[src/rtl/pool_pkg.sv]
// Shared definitions for the 2x2 max-pool window scheduler.
package pool_pkg;

  localparam int DATA_W  = 16;
  localparam int REG_NUM = 16;
  localparam int ADDR_W  = 4;

  typedef enum logic [2:0] {
    ST_IDLE  = 3'd0,
    ST_FILL  = 3'd1,
    ST_MERGE = 3'd2,
    ST_RD_A  = 3'd3,
    ST_RD_B  = 3'd4,
    ST_RES   = 3'd5,
    ST_OUT   = 3'd6
  } state_t;

  // A job is runnable when the row is non-empty, even, fits the register
  // file, and at least one row pair is requested.
  function automatic logic cfg_ok(input logic [4:0] width,
                                  input logic [7:0] rows,
                                  input int         reg_num);
    return (width != 5'd0) && !width[0] && (int'(width) <= reg_num) &&
           (rows != 8'd0);
  endfunction

endpackage

[src/rtl/pool_max2.sv]
// Signed two-input maximum, purely combinational.
module pool_max2 #(
  parameter int DATA_W = pool_pkg::DATA_W
) (
  input  logic signed [DATA_W-1:0] a,
  input  logic signed [DATA_W-1:0] b,
  output logic signed [DATA_W-1:0] y
);

  assign y = (a > b) ? a : b;

endmodule

[src/rtl/pool_window_sched.sv]
// 2x2 max-pool scheduler: buffers the top row of each row pair in an
// external register file, then merges it with the bottom row beat by beat.
module pool_window_sched #(
  parameter int DATA_W  = pool_pkg::DATA_W,
  parameter int REG_NUM = pool_pkg::REG_NUM,
  parameter int ADDR_W  = pool_pkg::ADDR_W
) (
  input  logic                     clk,
  input  logic                     nrst,
  input  logic                     start,
  input  logic [4:0]               cfg_width,
  input  logic [7:0]               cfg_rows,
  output logic                     busy,
  output logic                     done,
  output logic                     err,
  input  logic                     in_valid,
  output logic                     in_ready,
  input  logic signed [DATA_W-1:0] in_pix0,
  input  logic signed [DATA_W-1:0] in_pix1,
  output logic                     out_valid,
  input  logic                     out_ready,
  output logic signed [DATA_W-1:0] out_data,
  output logic                     out_last,
  output logic                     rf_wr_ctrl,
  output logic signed [DATA_W-1:0] rf_in1,
  output logic signed [DATA_W-1:0] rf_in2,
  output logic [ADDR_W-1:0]        rf_adrs_in1,
  output logic [ADDR_W-1:0]        rf_adrs_in2,
  output logic [ADDR_W-1:0]        rf_adrs_out,
  input  logic signed [DATA_W-1:0] rf_out
);

  import pool_pkg::*;

  state_t                     state_q, state_d;
  logic [ADDR_W-1:0]          k_q, k_d;
  logic [7:0]                 row_q, row_d;
  logic [4:0]                 cfg_width_q, cfg_width_d;
  logic [7:0]                 cfg_rows_q, cfg_rows_d;
  logic signed [DATA_W-1:0]   maxb_q, maxb_d;
  logic signed [DATA_W-1:0]   acc_q, acc_d;
  logic signed [DATA_W-1:0]   out_data_q, out_data_d;
  logic                       done_q, done_d;
  logic                       err_q, err_d;

  logic signed [DATA_W-1:0]   max_a, max_b, max_y;
  logic [ADDR_W-1:0]          last_k;
  logic                       k_last, row_last, fill_wr;
  logic [ADDR_W-1:0]          adr_even, adr_odd;

  assign last_k   = ADDR_W'(cfg_width_q[4:1]) - ADDR_W'(1);
  assign k_last   = (k_q == last_k);
  assign row_last = (row_q == cfg_rows_q - 8'd1);
  assign adr_even = {k_q[ADDR_W-2:0], 1'b0};
  assign adr_odd  = {k_q[ADDR_W-2:0], 1'b1};
  assign fill_wr  = (state_q == ST_FILL) && in_valid;

  // One comparator serves all three max steps; the state picks its operands.
  always_comb begin
    max_a = '0;
    max_b = '0;
    case (state_q)
      ST_MERGE: begin max_a = in_pix0; max_b = in_pix1; end
      ST_RD_B:  begin max_a = maxb_q;  max_b = rf_out;  end
      ST_RES:   begin max_a = acc_q;   max_b = rf_out;  end
      default:  ;
    endcase
  end

  pool_max2 #(.DATA_W(DATA_W)) u_max (
    .a (max_a),
    .b (max_b),
    .y (max_y)
  );

  // Next-state logic for the job sequencer and its datapath registers.
  always_comb begin
    // NOTE: every variable gets a default first so no path infers a latch.
    state_d     = state_q;
    k_d         = k_q;
    row_d       = row_q;
    cfg_width_d = cfg_width_q;
    cfg_rows_d  = cfg_rows_q;
    maxb_d      = maxb_q;
    acc_d       = acc_q;
    out_data_d  = out_data_q;
    done_d      = 1'b0;
    err_d       = 1'b0;
    case (state_q)
      ST_IDLE: begin
        if (start) begin
          if (cfg_ok(cfg_width, cfg_rows, REG_NUM)) begin
            cfg_width_d = cfg_width;
            cfg_rows_d  = cfg_rows;
            k_d         = '0;
            row_d       = '0;
            state_d     = ST_FILL;
          end else begin
            err_d = 1'b1;
          end
        end
      end
      ST_FILL: begin
        if (in_valid) begin
          if (k_last) begin
            k_d     = '0;
            state_d = ST_MERGE;
          end else begin
            k_d = k_q + ADDR_W'(1);
          end
        end
      end
      ST_MERGE: begin
        if (in_valid) begin
          maxb_d  = max_y;
          state_d = ST_RD_A;
        end
      end
      ST_RD_A: state_d = ST_RD_B;
      ST_RD_B: begin
        acc_d   = max_y;
        state_d = ST_RES;
      end
      ST_RES: begin
        out_data_d = max_y;
        state_d    = ST_OUT;
      end
      ST_OUT: begin
        if (out_ready) begin
          if (!k_last) begin
            k_d     = k_q + ADDR_W'(1);
            state_d = ST_MERGE;
          end else if (!row_last) begin
            k_d     = '0;
            row_d   = row_q + 8'd1;
            state_d = ST_FILL;
          end else begin
            k_d     = '0;
            done_d  = 1'b1;
            state_d = ST_IDLE;
          end
        end
      end
      default: state_d = ST_IDLE;
    endcase
  end

  // State and datapath registers.
  always_ff @(posedge clk or negedge nrst) begin
    // NOTE: all control and datapath flops are reset so an aborted job
    // leaves nothing behind; the register file is external and not reset.
    if (!nrst) begin
      state_q     <= ST_IDLE;
      k_q         <= '0;
      row_q       <= '0;
      cfg_width_q <= '0;
      cfg_rows_q  <= '0;
      maxb_q      <= '0;
      acc_q       <= '0;
      out_data_q  <= '0;
      done_q      <= 1'b0;
      err_q       <= 1'b0;
    end else begin
      // NOTE: non-blocking assignments keep every flop sampling pre-edge values.
      state_q     <= state_d;
      k_q         <= k_d;
      row_q       <= row_d;
      cfg_width_q <= cfg_width_d;
      cfg_rows_q  <= cfg_rows_d;
      maxb_q      <= maxb_d;
      acc_q       <= acc_d;
      out_data_q  <= out_data_d;
      done_q      <= done_d;
      err_q       <= err_d;
    end
  end

  // Read address walks the buffered top-row pixels of the current beat.
  always_comb begin
    rf_adrs_out = '0;
    case (state_q)
      ST_RD_A: rf_adrs_out = adr_even;
      ST_RD_B: rf_adrs_out = adr_odd;
      default: ;
    endcase
  end

  assign busy        = (state_q != ST_IDLE);
  assign done        = done_q;
  assign err         = err_q;
  assign in_ready    = (state_q == ST_FILL) || (state_q == ST_MERGE);
  assign out_valid   = (state_q == ST_OUT);
  assign out_data    = out_data_q;
  assign out_last    = out_valid && k_last && row_last;
  assign rf_wr_ctrl  = fill_wr;
  assign rf_in1      = fill_wr ? in_pix0 : '0;
  assign rf_in2      = fill_wr ? in_pix1 : '0;
  assign rf_adrs_in1 = fill_wr ? adr_even : '0;
  assign rf_adrs_in2 = fill_wr ? adr_odd : '0;

endmodule
[config.mk]
export PLATFORM = sky130hd
export DESIGN_NAME = pool_window_sched
export DESIGN_NICKNAME = d
export VERILOG_FILES = /design/src/rtl/pool_pkg.sv /design/src/rtl/pool_max2.sv /design/src/rtl/pool_window_sched.sv
export SDC_FILE = /design/constraint.sdc
export NUM_CORES = 1
export LEC_CHECK = 0
export CORE_AREA = 3 3 102 104
export CTS_CLUSTER_DIAMETER = 50
export DETAILED_ROUTE_END_ITERATION = 8
export DIE_AREA = 0 0 105 107
export PLACE_DENSITY = 0.94
export SLEW_MARGIN = 0
export SYNTH_ARGS = -nofsm -noshare
export SYNTH_HDL_FRONTEND = slang
export SYNTH_SLANG_ARGS = --single-unit
[constraint.sdc]
create_clock -name clk -period 9.35 [get_ports clk]
set_input_delay 1.87 -clock clk [delete_from_list [all_inputs] [get_ports clk]]
set_output_delay 1.87 -clock clk [all_outputs]
set_load 0.03 [all_outputs]
==> metrics.txt <==
Vias/cell=5.67; Unique masters post-synth=50; Setup Fix Bufs, Post-CTS=0; Mapped Cells=565; TNS Setup=0 ns; I/O Buffers=131; Starting DRT DRC Count=254; Worst EP required=7.48 ns; Yosys reg bits=77; FILL cells=769; Placed Cells=798; Setup Viol. Count Final=0; Die W=105 um; RSZ-0062 raised after global routing=false; All-Layer GR Usage=24.9%; main combinational cell family by area after synthesis=simple AND/OR/NAND/NOR gates; largest net degree at the start of global routing=78; mapped cell area=4990 um2; CTS max path bufs=2; CP Max Fanout=37; # resized after CTS=0; fin crit period=6.19 ns; Worst-path clk slew=0.08 ns; slowest CP cell=and3_1; Synth Area in XOR/XNOR=2.81%; Post-DRT Antenna Nets=0; Placed Instance Area=6330 um2; DR WL/cell=16.8 um; part of the cycle the worst path needs=66.3%; P_leak=2.78 nW; H-tree level count=3; relative slew slack=15.2%; Setup crit end kind=output port; first-pass iteration count of the detailed router=5; PwrDens=321 nW/um2; Detail Placement HPWL=10100 um; hold buffers post-CTS=0; CP cell instances=clkdlybuf4s50_1 > and3_1 > and2_1 > clkdlybuf4s50_1; final worst slack=3.16 ns; die area=11200 um2; Worst Hold Class=reg2reg; grt ovf=0; Synth Area in Simple Gates=19.1%; fin nets=762; clk sinks=77; Adder-Cell Fraction of Synth Area=5.01%; CP Launch Type=primary input; Fin Hold WS=0.483 ns; outcome=finished, final reports clean; via count=4613; share of cells above drive strength 1=6.02%; Synth async-reset ratio=100%; syn avg cell area=8.84 um2; CP Data Arrival Time=4.32 ns; n_diodes=0; most common cell in the netlist=nand2_1; first-pass GRT wire length=22700 um; starting density of the core=51.8%; Fmax=161 MHz; worst slack at placement=3.16 ns; Worst path top cell family by delay=buffers and inverters; met2 usage=43.1%; CTS root buffer=clkbuf_8; critical path's largest stage delay=0.91 ns; Worst-Skew Late Latency=0.36 ns; CP bufs+invs=2; number of global-route vias before repair=4774; Die Span Y=107 um; antenna violations before repair=0; residual DRC count=0; Mapped Nets=651; RePlAce Congestion=0.922; post-synthesis mux area share=12.8%; EDFF count, synth=0; Least-Margin Pin Slew=1.27 ns; Pins Over Slew Limit=0; # IOs=133; max cap viols=0; Setup CP Type=in2out; yosys warns=0; area share of the largest cell type after synthesis=38.6%; total CTS buffers=9; Rows=36; met1 Use GR=29.4%; GRT busiest layer=met2; met3 usage=6.68%; Final Instance Area=6500 um2; most frequent cells after synthesis=nand2_1 (88), dfrtp_1 (77), o21ai_0 (75); ys flop type=dfrtp_1; sequential share of the synthesized area=38.6%; Synth area leaders=dfrtp_1 (39%), mux2i_1 (9.6%), o21ai_0 (7.5%); peak supply drop=0.199 mV; worst reg2reg setup slack=4.74 ns; Fin. Hold Viols=0; Most Frequent Cell on Critical Path=clkdlybuf4s50_1; CTS tree=built; Area growth syn-to-layout=30.3%; Layout Cells excl Fill=814; cell taking the most area after synthesis=dfrtp_1; Util after Layout=67.5%; complex-gate fraction of the synthesized area=15.9%; PnR Total Power=2.09 mW; total core area=9640 um2; Routed WL=13700 um; Max Clock Skew=0.00960 ns
sequential cells by signal, indices dropped and copies added (netlist names), 3 cells and up:
name and count:
state_q 3, acc_q 16, row_q 8, cfg_width_q 4
cfg_rows_q 8, out_data 16, k_q 4, maxb_q 16
logic make-up after synthesis:
logic type	Yosys count
fa+ha+maj	20
simple gates	192
mux	62
buf+inv	65
xor+xnor	16
other cells	1
flops	77
compound gates	132
layout make-up:
cell class	instances	area, um2	area share (%)
Multi-Input combinational cell	423	2790	42.9
Sequential cell	77	1930	29.6
Timing Repair Buffer	136	1350	20.7
Tap cell	133	166	2.56
Clock buffer	10	128	1.96
Inverter	29	109	1.67
Clock inverter	6	40.0	0.616
report_power, final:
group / switching [mW] / internal [mW]
logic: 0.755 / 0.566
clock network: 0.128 / 0.0953
registers: 0.0965 / 0.445
total: 0.980 / 1.11
metal layers:
layer | vias up | routed length, um
met5 | - | 0
met4 | 0 | 455
met3 | 41 | 1080
met2 | 226 | 6740
met1 | 2164 | 5440
li1 | 2182 | -
cells in the final DEF (no fill, tap or decap), types with 2 or more instances in the layout:
master,Yosys,layout
dfrtp_1,77,77
and2_1,39,39
nand4_1,5,5
mux2i_1,48,48
clkbuf_8,0,9
nand2b_1,2,2
nor2b_1,4,4
nand3_1,6,6
xnor2_1,15,15
nor2_1,16,16
buf_4,7,6
or4b_1,3,3
clkinvlp_4,0,4
or2_2,3,3
o21ai_0,75,75
or4_1,4,4
a22o_1,16,16
mux2_2,14,14
a21o_1,4,4
o211a_1,2,2
clkdlybuf4s50_1,0,130
inv_1,29,29
and3b_1,2,2
ha_1,20,20
a21oi_1,15,15
nand2_1,88,88
clkinv_2,0,2
nor3_1,6,6
nor4_1,8,8
nand3b_1,2,2
o31ai_1,6,6
o21bai_1,2,2
tightest hold or removal path, stage by stage (launching register included):
cell and delay [ns]:
dfrtp_1 0.35, nand2_1 0.05, o21ai_0 0.06
worst paths after layout:
kind / from / to / depth (start not counted)
setup / recovery: in_valid / rf_in1[2] / 4
hold / removal: maxb_q[4]$_DFFE_PN0P_ / maxb_q[4]$_DFFE_PN0P_ / 2
setup reg to reg: state_q[2]$_DFFE_PN0P_ / out_data[7]$_DFFE_PN0N_ / 11
hold reg to reg: maxb_q[4]$_DFFE_PN0P_ / maxb_q[4]$_DFFE_PN0P_ / 2
max in group asynchronous: nrst / acc_q[7]$_DFFE_PN0N_ / 1
min in group asynchronous: nrst / cfg_rows_q[6]$_DFFE_PN0P_ / 1
Power figures use the tool's default switching activity.
==> patch, RTL diff (same flow settings) <==
The 7 states of `state_t` get a one-hot encoding in 7 bits.
--- a/src/rtl/pool_pkg.sv
+++ b/src/rtl/pool_pkg.sv
@@ -5,14 +5,14 @@
   localparam int REG_NUM = 16;
   localparam int ADDR_W  = 4;
 
-  typedef enum logic [2:0] {
-    ST_IDLE  = 3'd0,
-    ST_FILL  = 3'd1,
-    ST_MERGE = 3'd2,
-    ST_RD_A  = 3'd3,
-    ST_RD_B  = 3'd4,
-    ST_RES   = 3'd5,
-    ST_OUT   = 3'd6
+  typedef enum logic [6:0] {
+    ST_IDLE  = 7'b0000001,
+    ST_FILL  = 7'b0000010,
+    ST_MERGE = 7'b0000100,
+    ST_RD_A  = 7'b0001000,
+    ST_RD_B  = 7'b0010000,
+    ST_RES   = 7'b0100000,
+    ST_OUT   = 7'b1000000
   } state_t;
 
   // A job is runnable when the row is non-empty, even, fits the register
Check against the original RTL: same outputs for any inputs over 4 cycles, from zero or initial values and one cycle with nrst low; so few cycles prove little.
==> patch against the unedited design <==
- wire length fell by 3.1%
- final area grew 2.1%
- sequential cell count increased by 4
- worst hold slack improved by 0.026 ns
- via count fell by 4.4%
- area after synthesis grew 1.2%
- critical endpoint is now rf_adrs_in2[3]
- largest cell class unchanged
- worst setup slack lost 0.24 ns
Power is not compared: it rests on default switching activity, and its combinational part moved more than twofold at a synthesized area within 25%.
==> patch: results (changes against the unedited design) <==
stage	metric	value	unit	change
worst_setup_path	arrival	4.56	ns	+0.24 ns
placement	dpl-instance-area	6450	sq um	+1.8%
pwr	max-vdd-ir-drop	0.000131	V	
finish	multi_input_cells	358		-15%
worst_setup_path	crit_path_max_incr_delay	0.84	ns	-0.07 ns
finish	seq_area	2030	sq um	+5.3%
finish	instances_no_fill	750		-7.9%
synthesis	synth_mux_area_frac	0.126		-0.00152
finish	fin_nets	698		-8.4%
grt	grt_max_degree	82		+5.1%
synthesis	synth_cell_type_count	66		+32%
finish	fillers	720		-6.4%
finish	multi_input_area	2810	sq um	+0.81%
detailed_routing	drtIter0Drc	273		+7.5%
min_path	holdPathStages	1		-1
finish	n_clock_buffer	13		+3
timing	holdWs	0.509	ns	+0.0261 ns
timing	skew	0.00594	ns	-0.00366 ns
placement	gp_congestion	0.818		-11%
timing	period_minus_slack	6.43	ns	+0.239 ns
cts	clock_latency	0.36	ns	about the same
timing	relSlewSlack	0.214		+0.0619
worst_setup_path	cp-endpoint	rf_adrs_in2[3]		
detailed_routing	dr_total_vias	4409		-4.4%
finish	drive_above_1_share	0.154		+0.0938
synthesis	synth_nets	578		-11%
placement	dpl_worst_slack	2.92	ns	-0.232 ns
synthesis	yosysSeqAreaShare	0.401		+0.0155
min_path	min_from	out_data[14]		
finish	nonClkBufAreaFrac	0.203		-0.00418
synthesis	ys_ff_latch	81		+5.2%
worst_setup_path	r2r_start	state_q[6]		
grt	first_global_vias	4699		-1.6%
grt	track_usage	0.242		-0.00643
finish	utilization	0.688		+0.0139
synthesis	synth_common_cells	dfrtp_1 (80), mux2_2 (46), and2_1 (40)		
pwr	clkPwrFrac	0.203		
synthesis	synth-edff-count	0		unchanged
worst_setup_path	r2r_cells	10		-1
grt	grt_pass1_wl	21900	um	-3.3%
worst_setup_path	reg2reg_setup_slack	4.29	ns	-0.45 ns
placement	hpwl	9830	um	-2.6%
synthesis	synthAdderAreaFrac	0.0495		-0.000596
detailed_routing	wire_per_inst	17.7	um	+5.2%
run_status	status	complete, no violations		
synthesis	synthCells	492		-13%
worst_setup_path	critPathSlowestCell	nor4_4		
finish	clk_share	0.0285		+0.00269
synthesis	synthXorXnorAreaFrac	0.0243		-0.00380
worst_setup_path	r2r_end	maxb_q[3]		
placement	dp_cells	734		-8.0%
synthesis	synth.area.top_cells	dfrtp_1 (40%), mux2_2 (10%), and2_1 (5.0%), ha_1 (5.0%), a22oi_1 (3.1%)		
pwr	power	0.00127	W	
synthesis	synth_compound_area_frac	0.156		-0.00338
patch: changes by cell type in the layout (fill, tap and decap cells not counted), sizes merged, moves of 6 or more:
cell,unedited run,this run
nor2,16,28
mux2i,48,12
o21ai,77,12
nand2b,2,13
nand2,88,29
a22o,16,0
mux2,14,46
a31oi,1,11
a222oi,0,14
a22oi,0,21
nor3,7,13
patch: cell families (layout without fill, tap and decap cells):
family | Yosys count | after routing
AO/OA/AOI/OAI | 98 | 98
AND/OR/NAND/NOR | 167 | 167
multiplexers | 58 | 58
flip-flops | 81 | 81
adder cells (fa/ha/maj) | 20 | 20
buffers and inverters | 53 | 178
XOR/XNOR | 14 | 14
other | 1 | 1
patch: routing by layer:
metal / up-vias / global-route usage / part of all wire
li1: 2034 / - / -
met1: 2183 / 0.273 / 0.40
met2: 165 / 0.431 / 0.52
met3: 27 / 0.0638 / 0.063
met4: 0 / 0.107 / 0.023
met5: - / 0 / 0
